## src/rtl/speed_ctrl_pkg.sv

```systemverilog
// rtl/speed_ctrl_pkg.sv - shared state encoding and default ramp constants
package speed_ctrl_pkg;

  typedef enum logic [2:0] {
    ST_IDLE   = 3'd0,
    ST_ACCEL  = 3'd1,
    ST_CRUISE = 3'd2,
    ST_COAST  = 3'd3,
    ST_BRAKE  = 3'd4
  } ramp_state_t;

  localparam int DEF_SPEED_MAX  = 200;
  localparam int DEF_ACC_STEP   = 2;
  localparam int DEF_BRAKE_STEP = 8;
  localparam int DEF_PRESC      = 4;

endpackage

```

## src/rtl/req_qualifier.sv

```systemverilog
// rtl/req_qualifier.sv - two-cycle request qualifier; q only when req is high now and last cycle
module req_qualifier (
  input  logic clk,
  input  logic clr_bar,
  input  logic req,
  output logic q
);

  logic prev_req;

  always_ff @(posedge clk or negedge clr_bar) begin
    if (!clr_bar) prev_req <= 1'b0;
    else          prev_req <= req;
  end

  assign q = req & prev_req;

endmodule

```

## src/rtl/speed_ramp_ctrl.sv

```systemverilog
// rtl/speed_ramp_ctrl.sv - pedal/brake driven speed ramp FSM with prescaled step updates
module speed_ramp_ctrl
  import speed_ctrl_pkg::*;
#(
  parameter int SPEED_W    = 8,
  parameter int SPEED_MAX  = DEF_SPEED_MAX,
  parameter int ACC_STEP   = DEF_ACC_STEP,
  parameter int BRAKE_STEP = DEF_BRAKE_STEP,
  parameter int PRESC      = DEF_PRESC
) (
  input  logic               clk,
  input  logic               clr_bar,
  input  logic               accel_req,
  input  logic               brake_req,
  input  logic               cruise_en,
  output logic [SPEED_W-1:0] speed,
  output logic [2:0]         state,
  output logic               at_max,
  output logic               at_zero,
  output logic               brake_lamp
);

  localparam int PRESC_W = (PRESC > 1) ? $clog2(PRESC) : 1;
  localparam logic [PRESC_W-1:0] PRESC_LAST = PRESC_W'(PRESC - 1);
  localparam logic [PRESC_W-1:0] PRESC_ONE  = PRESC_W'(1);
  localparam logic [SPEED_W:0]   MAX_X      = (SPEED_W + 1)'(SPEED_MAX);
  localparam logic [SPEED_W:0]   ACC_X      = (SPEED_W + 1)'(ACC_STEP);
  localparam logic [SPEED_W:0]   BRK_X      = (SPEED_W + 1)'(BRAKE_STEP);
  localparam logic [SPEED_W:0]   ONE_X      = (SPEED_W + 1)'(1);

  ramp_state_t          state_q, state_d;
  logic [SPEED_W-1:0]   speed_q, speed_d;
  logic [PRESC_W-1:0]   presc_cnt;
  logic                 step_en, accel_q, brake_q, speed_zero;
  logic [SPEED_W:0]     speed_x, inc_x, coast_x, brake_x;

  req_qualifier u_accel_qual (.clk(clk), .clr_bar(clr_bar), .req(accel_req), .q(accel_q));
  req_qualifier u_brake_qual (.clk(clk), .clr_bar(clr_bar), .req(brake_req), .q(brake_q));

  assign speed_zero = (speed_q == '0);
  assign step_en    = (presc_cnt == PRESC_LAST);

  always_comb begin
    state_d = state_q;
    if (brake_q) begin
      state_d = ST_BRAKE;
    end else begin
      case (state_q)
        ST_IDLE:   if (accel_q) state_d = ST_ACCEL;
        ST_ACCEL: begin
          if (!accel_q) begin
            if (cruise_en) state_d = ST_CRUISE;
            else           state_d = ST_COAST;
          end
        end
        ST_CRUISE: begin
          if (accel_q)         state_d = ST_ACCEL;
          else if (!cruise_en) state_d = ST_COAST;
        end
        ST_COAST: begin
          if (accel_q)         state_d = ST_ACCEL;
          else if (speed_zero) state_d = ST_IDLE;
        end
        ST_BRAKE: begin
          if (accel_q)         state_d = ST_ACCEL;
          else if (speed_zero) state_d = ST_IDLE;
          else if (cruise_en)  state_d = ST_CRUISE;
          else                 state_d = ST_COAST;
        end
        default:               state_d = ST_IDLE;
      endcase
    end
  end

  // One extra bit: carry flags overshoot, borrow flags underflow, so speed never wraps
  always_comb begin
    speed_x = {1'b0, speed_q};
    inc_x   = speed_x + ACC_X;
    coast_x = speed_x - ONE_X;
    brake_x = speed_x - BRK_X;
    speed_d = speed_q;
    if (step_en) begin
      case (state_q)
        ST_ACCEL: speed_d = (inc_x > MAX_X) ? MAX_X[SPEED_W-1:0] : inc_x[SPEED_W-1:0];
        ST_COAST: speed_d = coast_x[SPEED_W] ? '0 : coast_x[SPEED_W-1:0];
        ST_BRAKE: speed_d = brake_x[SPEED_W] ? '0 : brake_x[SPEED_W-1:0];
        default:  speed_d = speed_q;
      endcase
    end
  end

  always_ff @(posedge clk or negedge clr_bar) begin
    if (!clr_bar) begin
      state_q   <= ST_IDLE;
      speed_q   <= '0;
      presc_cnt <= '0;
    end else begin
      state_q <= state_d;
      speed_q <= speed_d;
      if ((state_d != state_q) || step_en) presc_cnt <= '0;
      else                                 presc_cnt <= presc_cnt + PRESC_ONE;
    end
  end

  assign speed      = speed_q;
  assign state      = state_q;
  assign at_max     = ({1'b0, speed_q} == MAX_X);
  assign at_zero    = speed_zero;
  assign brake_lamp = (state_q == ST_BRAKE);

endmodule

```

## config.mk

```make
export PLATFORM = sky130hd
export DESIGN_NAME = speed_ramp_ctrl
export DESIGN_NICKNAME = d
export VERILOG_FILES = /design/src/rtl/speed_ctrl_pkg.sv /design/src/rtl/req_qualifier.sv /design/src/rtl/speed_ramp_ctrl.sv
export SDC_FILE = /design/constraint.sdc
export NUM_CORES = 1
export LEC_CHECK = 0
export CAP_MARGIN = 20
export CORE_MARGIN = 1.5
export CORE_UTILIZATION = 35
export CTS_CLUSTER_SIZE = 10
export DETAILED_ROUTE_END_ITERATION = 10
export HOLD_SLACK_MARGIN = 0.08
export PLACE_DENSITY = 0.54
export SLEW_MARGIN = 5
export SYNTH_ARGS = -nofsm -noshare
export SYNTH_HDL_FRONTEND = slang
export SYNTH_SLANG_ARGS = --single-unit
```

## constraint.sdc

```tcl
create_clock -name clk -period 5.7 [get_ports clk]
set_input_delay 0.855 -clock clk [delete_from_list [all_inputs] [get_ports clk]]
set_output_delay 0.855 -clock clk [all_outputs]
set_load 0.1 [all_outputs]
```

==> results of run 1 <==
## report_power, final
group          internal (mW)  switching, mW
Combinational         0.0839          0.192
Sequential             0.123         0.0386
Clock                 0.0492         0.0431
Total                  0.256          0.274
## path summary, 6_finish.rpt
| path | slack [ns] | cells past startpoint | end | from |
|---|---|---|---|---|
| worst max register to register | 3.11 | 8 | speed[3] | speed[1] |
| worst min register to register | 0.43 | 1 | presc_cnt[0] | presc_cnt[0] |
| worst min-delay path | 0.43 | 1 | presc_cnt[0] | presc_cnt[0] |
| min in group asynchronous | 1.03 | 1 | speed[1] | clr_bar |
| worst max-delay path | 1.94 | 3 | at_zero | speed[5] |
| max in group asynchronous | 4.21 | 1 | speed[7] | clr_bar |
## flip-flops by register name (all words and copies together), names as in the netlist
register               cells
speed                      8
state                      3
presc_cnt                  2
u_accel_qual.prev_req      1
u_brake_qual.prev_req      1
## cell families (layout without fill, tap and decap cells)
group	count (synthesis)	count (layout)	share of synthesized area [%]
and+or+nand+nor	65	65	26.7
xor gates and xnor gates	3	3	2.00
muxes	2	2	1.52
AOI/OAI and AO/OA	53	53	26.5
adders and majority gates	9	9	8.56
DFF	15	15	28.5
buffers and inverters	19	33	6.18
## per-stage QoR
stage | hold WS, ns | worst slack [ns]
2_1_floorplan | 0.406 | 0.619
3_3_place_gp | 0.420 | 2.24
3_5_place_dp | 0.427 | 2.22
4_1_cts | 0.436 | 1.93
5_1_grt | 0.463 | 1.80
6_report | 0.429 | 1.94
## layer usage
| metal | up-vias | track usage, % | wire [um] |
|---|---|---|---|
| met5 | - | 0 | 0 |
| met4 | 0 | 10.1 | 67 |
| met3 | 6 | 2.46 | 117 |
| met2 | 35 | 30.9 | 1750 |
| met1 | 629 | 22.6 | 1550 |
| li1 | 639 | - | - |
## cell usage in the layout, fill, tap and decap left out, types with 5 or more instances in the layout
| cell type | count |
|---|---|
| nand2b_1 | 5 |
| a31oi_1 | 6 |
| inv_1 | 11 |
| nor3_1 | 7 |
| nor2_1 | 11 |
| dfrtp_1 | 15 |
| ha_1 | 9 |
| a21oi_1 | 15 |
| clkdlybuf4s50_1 | 18 |
| nand2_1 | 16 |
| o21ai_0 | 7 |
## area by class of cell
class	count	area [um^2]	share of cell area [%]
clock buffer	3	41.3	2.64
clock inverter	1	7.51	0.480
inverter	11	41.3	2.64
multi-input combinational	132	860	54.9
sequential	15	375	24.0
tap	48	60.1	3.84
timing repair buffer	18	180	11.5
==> results.yml, run 1 <==
outcome:
  status: "finished, final reports clean"
sta:
  rsz0062_at_grt: "false"
  drv_slew: 0
  maxSlewHeadroom_pct: 35.3
  timing.setup.tns_ns: 0
  finalCriticalPeriod_ns: 3.76
  fmax_mhz: 266
  setup_viol: 0
  hold_viol_final: 0
  fin_crit_sh_pct: 66.0
  worst_pin_slew_ns: 0.967
  skew_ns: 0.00755
placed_design:
  portBuffers: 18
  dpl.hpwl_mm: 2.58
  dp_cells: 224
  gp_congestion: 0.919
  placed_area_um2: 1520
global_route:
  grt.overflow.total: 0
  grt_pass1_wl_mm: 5.95
  grtUsageTotal_pct: 18.4
  grt_antenna_before_repair: 0
  grt_pass1_vias: 1269
  grt_start_max_net_pins: 16
clocking:
  clock_latency_ns: 0.26
  hold_buffers: 0
  path_clk_slew_ns: 0.06
  cts_resized: 0
  ctsRootBufferMaster: "clkbuf_8"
  cts_sinks: 15
  ctsHtreeMaxLevel: 1
  clk_path_buf_depth: 2
  cts_setup_buffers: 0
  cts_tree: "built"
  numCtsBuffers: 3
setup_path:
  critical_path.max_stage_delay_ns: 1.20
  cp_max_fo: 15
  path_delay_family: "buffers and inverters"
  path_cells: "or4_1 > nor3_4 > clkdlybuf4s50_1"
  cp-end-kind: "primary output"
  worst_ep_arrival_time_ns: 2.91
  cp-start-kind: "register"
  path_class: "reg -> out"
  crit_slowest_cell: "clkdlybuf4s50_1"
  cp.required_ns: 4.85
  path_buf_inv: 1
detailed_routing:
  wire_per_inst_um: 15.3
  routed-via-count: 1309
  ant_nets: 0
  initialDrtViolationCount: 87
  drc: 0
  routed_wl_mm: 3.48
  vias_per_cell: 5.74
  dr.pass1.iters: 4
final_layout:
  antenna_cells: 0
  fillers: 384
  drive_gt1_share_pct: 5.00
  post-route-cell-area_um2: 1570
  fin_util_pct: 43.1
  final_cells: 228
  num-nets-final: 195
  areaGrowthSynthToFinish_pct: 18.9
synthesis:
  ys_warn_count: 0
  synthArstFlopShare_pct: 100
  syn-instance-count: 166
  ys_ff_latch: 15
  syn_avg_cell_area_um2: 7.93
  synth_fp_nets: 180
  ys_seq_area_share_pct: 28.5
  synth_area_leaders: "dfrtp_1, ha_1, a21oi_1"
  synth_edf_count: 0
  post-synth-top-count-cell: "nand2_1"
  syn-cell-area_um2: 1320
  synth_flop_cell: "dfrtp_1"
  yosys.cell_types.count: 45
  ys_top_cells_by_count: "nand2_1, a21oi_1, dfrtp_1"
  synth_top_cell_area_share_pct: 28.5
  synth_largest_area_cell: "dfrtp_1"
worst_hold_path:
  hold_class: "reg -> reg"
power:
  power_mw: 0.530
  leakage_nw: 0.606
  power-per-cell-area_nw_per_um2: 339
  ir_drop_v: 0.000196
floorplan:
  die_h_um: 64.3
  dieArea_um2: 4140
  core-area_um2: 3630
  ioPinCount: 19
  die_w_um: 64.3
  start_util_pct: 36.2
  std_cell_rows: 22
job:
  cap_violations: 0
No activity file was read; power rests on OpenSTA's default activity.
==> run 2, diff against run 1 <==
--- a/config.mk
+++ b/config.mk
@@ -11,7 +11,7 @@
 export CTS_CLUSTER_SIZE = 10
 export DETAILED_ROUTE_END_ITERATION = 10
 export HOLD_SLACK_MARGIN = 0.08
-export PLACE_DENSITY = 0.54
+export PLACE_DENSITY = 0.56
 export SLEW_MARGIN = 5
 export SYNTH_ARGS = -nofsm -noshare
 export SYNTH_HDL_FRONTEND = slang
==> constraint.sdc (replaced) <==
create_clock -name clk -period 3 [get_ports clk]
set_input_delay 0.45 -clock clk [delete_from_list [all_inputs] [get_ports clk]]
set_output_delay 0.45 -clock clk [all_outputs]
set_load 0.1 [all_outputs]
==> run 2 against run 1 <==
Effect of this change: via count did not move; highest routed layer unchanged; routed wire length rose by 1.2%; power rose by 89%; critical path type is now reg -> reg; clock-buffer cell count rose by 1.
==> results.yml, run 2 (same netlist as run 1, synthesis figures left out) <==
final_layout:
  final_common_cell: "nand2_1"
  drive_gt1_share_pct: 16.7
  largest_reg_flops: 8
  post-route-cell-area_um2: 1570
  num-nets-final: 195
  most-common-layout-cells: "nand2_1, a21oi_1, buf_4"
  areaGrowthSynthToFinish_pct: 19.3
  antenna_cells: 0
global_route:
  grtUsageTotal_pct: 18.4
  grt_pass1_vias: 1264
  grt.overflow.total: 0
  grt_antenna_before_repair: 0
  grt_pass1_wl_mm: 5.94
  grt_start_max_net_pins: 16
setup_path:
  cp-end-kind: "register"
  crit_start: "speed[2]"
  r2r_start: "speed[2]"
  path_class: "reg -> reg"
  cp-start-kind: "register"
  cp.required_ns: 3.12
  cp_max_fo: 8
  worst_ep_arrival_time_ns: 2.64
  worstRegToRegCells: 8
worst_hold_path:
  hold_class: "reg -> reg"
  worstHoldPathCells: 1
  min_from: "presc_cnt[0]"
detailed_routing:
  dr.pass1.iters: 4
  routed-via-count: 1309
  drc: 0
  ant_nets: 0
  wire_per_inst_um: 15.5
  initialDrtViolationCount: 78
  routed_wl_mm: 3.52
  vias_per_cell: 5.74
sta:
  drv_slew: 0
  maxSlewHeadroom_pct: 49.4
  setup_viol: 0
  timing.final.ws_setup_ns: 0.481
  finalCriticalPeriod_ns: 2.52
  hold_ws_ns: 0.433
  hold_viol_final: 0
  worst_pin_slew_ns: 0.757
  skew_ns: 0.00152
  fmax_mhz: 397
  rsz0062_at_grt: "false"
  fin_crit_sh_pct: 84.0
power:
  power-per-cell-area_nw_per_um2: 637
  ir_drop_v: 0.000213
  leakage_nw: 0.619
clocking:
  ctsRootBufferMaster: "clkbuf_8"
  cts_resized: 0
  ctsHtreeMaxLevel: 1
  cts_setup_buffers: 0
  cts_tree: "built"
  cts_sinks: 15
  path_clk_slew_ns: 0.06
  clk_path_buf_depth: 2
  clock_latency_ns: 0.25
  hold_buffers: 0
  numCtsBuffers: 3
floorplan:
  die_w_um: 64.3
  dieArea_um2: 4140
  core-area_um2: 3630
  std_cell_rows: 22
  ioPinCount: 19
  start_util_pct: 36.2
  die_h_um: 64.3
job:
  cap_violations: 0
outcome:
  status: "finished, final reports clean"
placed_design:
  gp_congestion: 0.967
  dpl.hpwl_mm: 2.67
  dp_slack_ns: 0.513
  placed_area_um2: 1530
  portBuffers: 18
run 2: metrics by stage:
stage / utilization (%) / std cells / total power [mW] / setup TNS [ns]
2_1_floorplan: - / 166 / 0.723 / -0.0640
3_3_place_gp: 42.0 / 224 / 0.833 / 0
3_5_place_dp: 42.0 / 224 / 0.832 / 0
4_1_cts: 43.2 / 228 / 1.01 / 0
5_1_grt: 43.2 / 228 / 1.07 / 0
6_report: 43.2 / 228 / 1.00 / 0
run 2: routing by layer:
layer	vias to the layer above	wire (um)	track usage (%)
li1	641	-	-
met4	0	116	8.51
met1	624	1560	23.4
met2	31	1730	31.1
met3	13	121	2.11
met5	-	0	0
run 2: worst max-delay path: stages (launching register included):
cell	delay (ns)
dfrtp_1	0.48
inv_1	0.13
ha_1	0.30
nand2b_1	0.17
o21ai_1	0.09
a21oi_1	0.11
o41ai_1	0.47
nor3_1	0.13
or4_1	0.51
run 2: worst paths after layout:
kind                                     end  slack, ns
max in group asynchronous           speed[7]       1.80
worst max-delay path                speed[3]       0.48
worst min-delay path            presc_cnt[0]       0.43
worst max register to register      speed[3]       0.48
min in group asynchronous           speed[2]       0.65
worst min register to register  presc_cnt[0]       0.43
run 2: where the power goes:
part	leakage [nW]	internal (mW)	total, mW	switching [mW]
registers	0.187	0.237	0.314	0.0764
clock network	0.0228	0.0941	0.168	0.0744
logic	0.409	0.153	0.518	0.365
run 2: layout make-up:
class	count	area, um^2
Sequential cell	15	384
Clock buffer	4	45.0
Multi-Input combinational cell	132	878
Inverter	11	45.0
Timing Repair Buffer	18	158
Tap cell	48	60.1
Fill cell	394	2060
==> run 3, diff against run 2 <==
--- a/config.mk
+++ b/config.mk
@@ -11,7 +11,7 @@
 export CTS_CLUSTER_SIZE = 10
 export DETAILED_ROUTE_END_ITERATION = 10
 export HOLD_SLACK_MARGIN = 0.08
-export PLACE_DENSITY = 0.56
+export PLACE_DENSITY = 0.54
 export SLEW_MARGIN = 5
 export SYNTH_ARGS = -nofsm -noshare
 export SYNTH_HDL_FRONTEND = slang
==> constraint.sdc (replaced) <==
create_clock -name clk -period 2.4 [get_ports clk]
set_input_delay 0.36 -clock clk [delete_from_list [all_inputs] [get_ports clk]]
set_output_delay 0.36 -clock clk [all_outputs]
set_load 0.1 [all_outputs]
==> run 3 against run 2 <==
Effect of this change: sequential cell count did not move; highest routed layer unchanged; largest cell class unchanged; register-to-register slack lost 0.34 ns; die area unchanged; first-iteration DRC count shrank 22%; clock-buffer cell count unchanged; largest power group unchanged; clock power rose by 21%; sequential share of layout area shrank 0.88 points; critical path depth is 4 lower.
==> results.yml, run 3 (same netlist as run 1, synthesis figures left out) <==
sta:
  hold_viol_final: 0
  hold_ws_ns: 0.421
  fmax_mhz: 435
  finalCriticalPeriod_ns: 2.30
  setup_viol: 0
  skew_ns: 0.00636
  timing.setup.tns_ns: 0
  drv_slew: 0
  timing.final.ws_setup_ns: 0.0999
  rsz0062_at_grt: "false"
  maxSlewHeadroom_pct: 52.1
  fin_crit_sh_pct: 95.8
  worst_pin_slew_ns: 0.716
setup_path:
  cp.required_ns: 2.04
  endpoint: "at_zero"
  r2r_slack_ns: 0.14
  path_class: "reg -> out"
  worst_ep_arrival_time_ns: 1.94
  crit_start: "speed[7]"
  cp_max_fo: 11
  r2r_start: "speed[1]"
  worstRegToRegCells: 8
  r2r_end: "speed[3]"
  cp-end-kind: "primary output"
  cp-start-kind: "register"
final_layout:
  num-nets-final: 205
  fillers: 356
  areaGrowthSynthToFinish_pct: 31.0
  most-common-layout-cells: "buf_4, nand2_1, a21oi_1"
  final_common_cell: "buf_4"
  post-route-cell-area_um2: 1720
  drive_gt1_share_pct: 27.4
  antenna_cells: 0
  largest_reg_flops: 8
power:
  power-per-cell-area_nw_per_um2: 758
  p_seq_share_pct: 29.8
  clkPwrFrac_pct: 15.6
  ir_drop_v: 0.000334
  swShare_pct: 50.4
  leakage_nw: 0.667
  switchingPower_mw: 0.659
  p_int_mw: 0.648
  comb_power_share_pct: 54.7
detailed_routing:
  wire_per_inst_um: 15.8
  ant_nets: 0
  vias_per_cell: 5.68
  drc: 0
  dr.pass1.iters: 4
  initialDrtViolationCount: 61
  routed-via-count: 1351
  routed_wl_mm: 3.76
clocking:
  path_clk_slew_ns: 0.06
  clock_latency_ns: 0.25
  hold_buffers: 0
  cts_sinks: 15
  ctsRootBufferMaster: "clkbuf_8"
  clk_path_buf_depth: 2
  cts_tree: "built"
  ctsHtreeMaxLevel: 1
  numCtsBuffers: 3
floorplan:
  ioPinCount: 19
  std_cell_rows: 22
  die_w_um: 64.3
  core-area_um2: 3630
  dieArea_um2: 4140
  start_util_pct: 36.2
  die_h_um: 64.3
global_route:
  grt_pass1_wl_mm: 6.37
  grt_antenna_before_repair: 0
  grt.overflow.total: 0
  grt_pass1_vias: 1314
  grt_start_max_net_pins: 16
  grtUsageTotal_pct: 20.0
worst_hold_path:
  hold_class: "reg -> reg"
placed_design:
  gp_congestion: 0.889
  dpl.hpwl_mm: 2.82
  dp_slack_ns: 0.106
  portBuffers: 18
  placed_area_um2: 1650
job:
  cap_violations: 0
outcome:
  status: "finished, final reports clean"
==> run 3: metal layers <==
layer  track usage, %  part of all wire [%]  vias up
li1                 -                     -      660
met1             27.6                    49      647
met2             30.1                    44       38
met3             4.75                   5.5        6
met4             7.71                   1.5        0
met5                0                     0        -
==> run 3: worst max-delay path, cell delays in order, from the launching register on <==
cell	delay, ns
dfrtp_4	0.54
or4_4	0.55
nor3_4	0.24
buf_4	0.19
buf_12	0.18
==> run 3: timing repair <==
action | in CTS | in global routing
gates resized for setup | 0 | 4
endpoints found under the setup margin | 0 | 2
setup buffers | 0 | 1
==> run 3: through the flow <==
stage	util (%)	total power, mW	instances
finish	47.5	1.31	238
global route	47.5	1.40	238
global placement	45.5	1.08	233
CTS	46.8	1.30	237
detailed placement	45.5	1.09	233
floorplan	-	0.926	166
==> run 3: how the worst min path moves through the flow <==
stage            startpoint      endpoint  cells after the start
6_report       presc_cnt[0]  presc_cnt[0]                      1
5_1_grt        presc_cnt[0]  presc_cnt[0]                      1
4_1_cts        presc_cnt[0]  presc_cnt[0]                      1
3_5_place_dp   presc_cnt[0]  presc_cnt[0]                      1
3_3_place_gp   presc_cnt[0]  presc_cnt[0]                      1
2_1_floorplan       clr_bar  presc_cnt[0]                      0
==> run 3: layout make-up <==
cell class	count	area [um^2]	share of cell area (%)
clock buffers	4	45.0	2.61
well taps	48	60.1	3.48
inverters	11	47.5	2.76
repair buffers	28	258	14.9
multi-input cells	132	907	52.6
flip-flops and latches	15	407	23.6
==> run 3: power groups by stage <==
| stage | Sequential [mW] | Clock (mW) | Combinational [mW] |
|---|---|---|---|
| after floorplan | 0.574 | 0 | 0.352 |
| after global placement | 0.388 | 0 | 0.689 |
| after detailed placement | 0.391 | 0 | 0.694 |
| after CTS | 0.386 | 0.212 | 0.699 |
| after global routing | 0.402 | 0.226 | 0.768 |
| final | 0.389 | 0.203 | 0.714 |
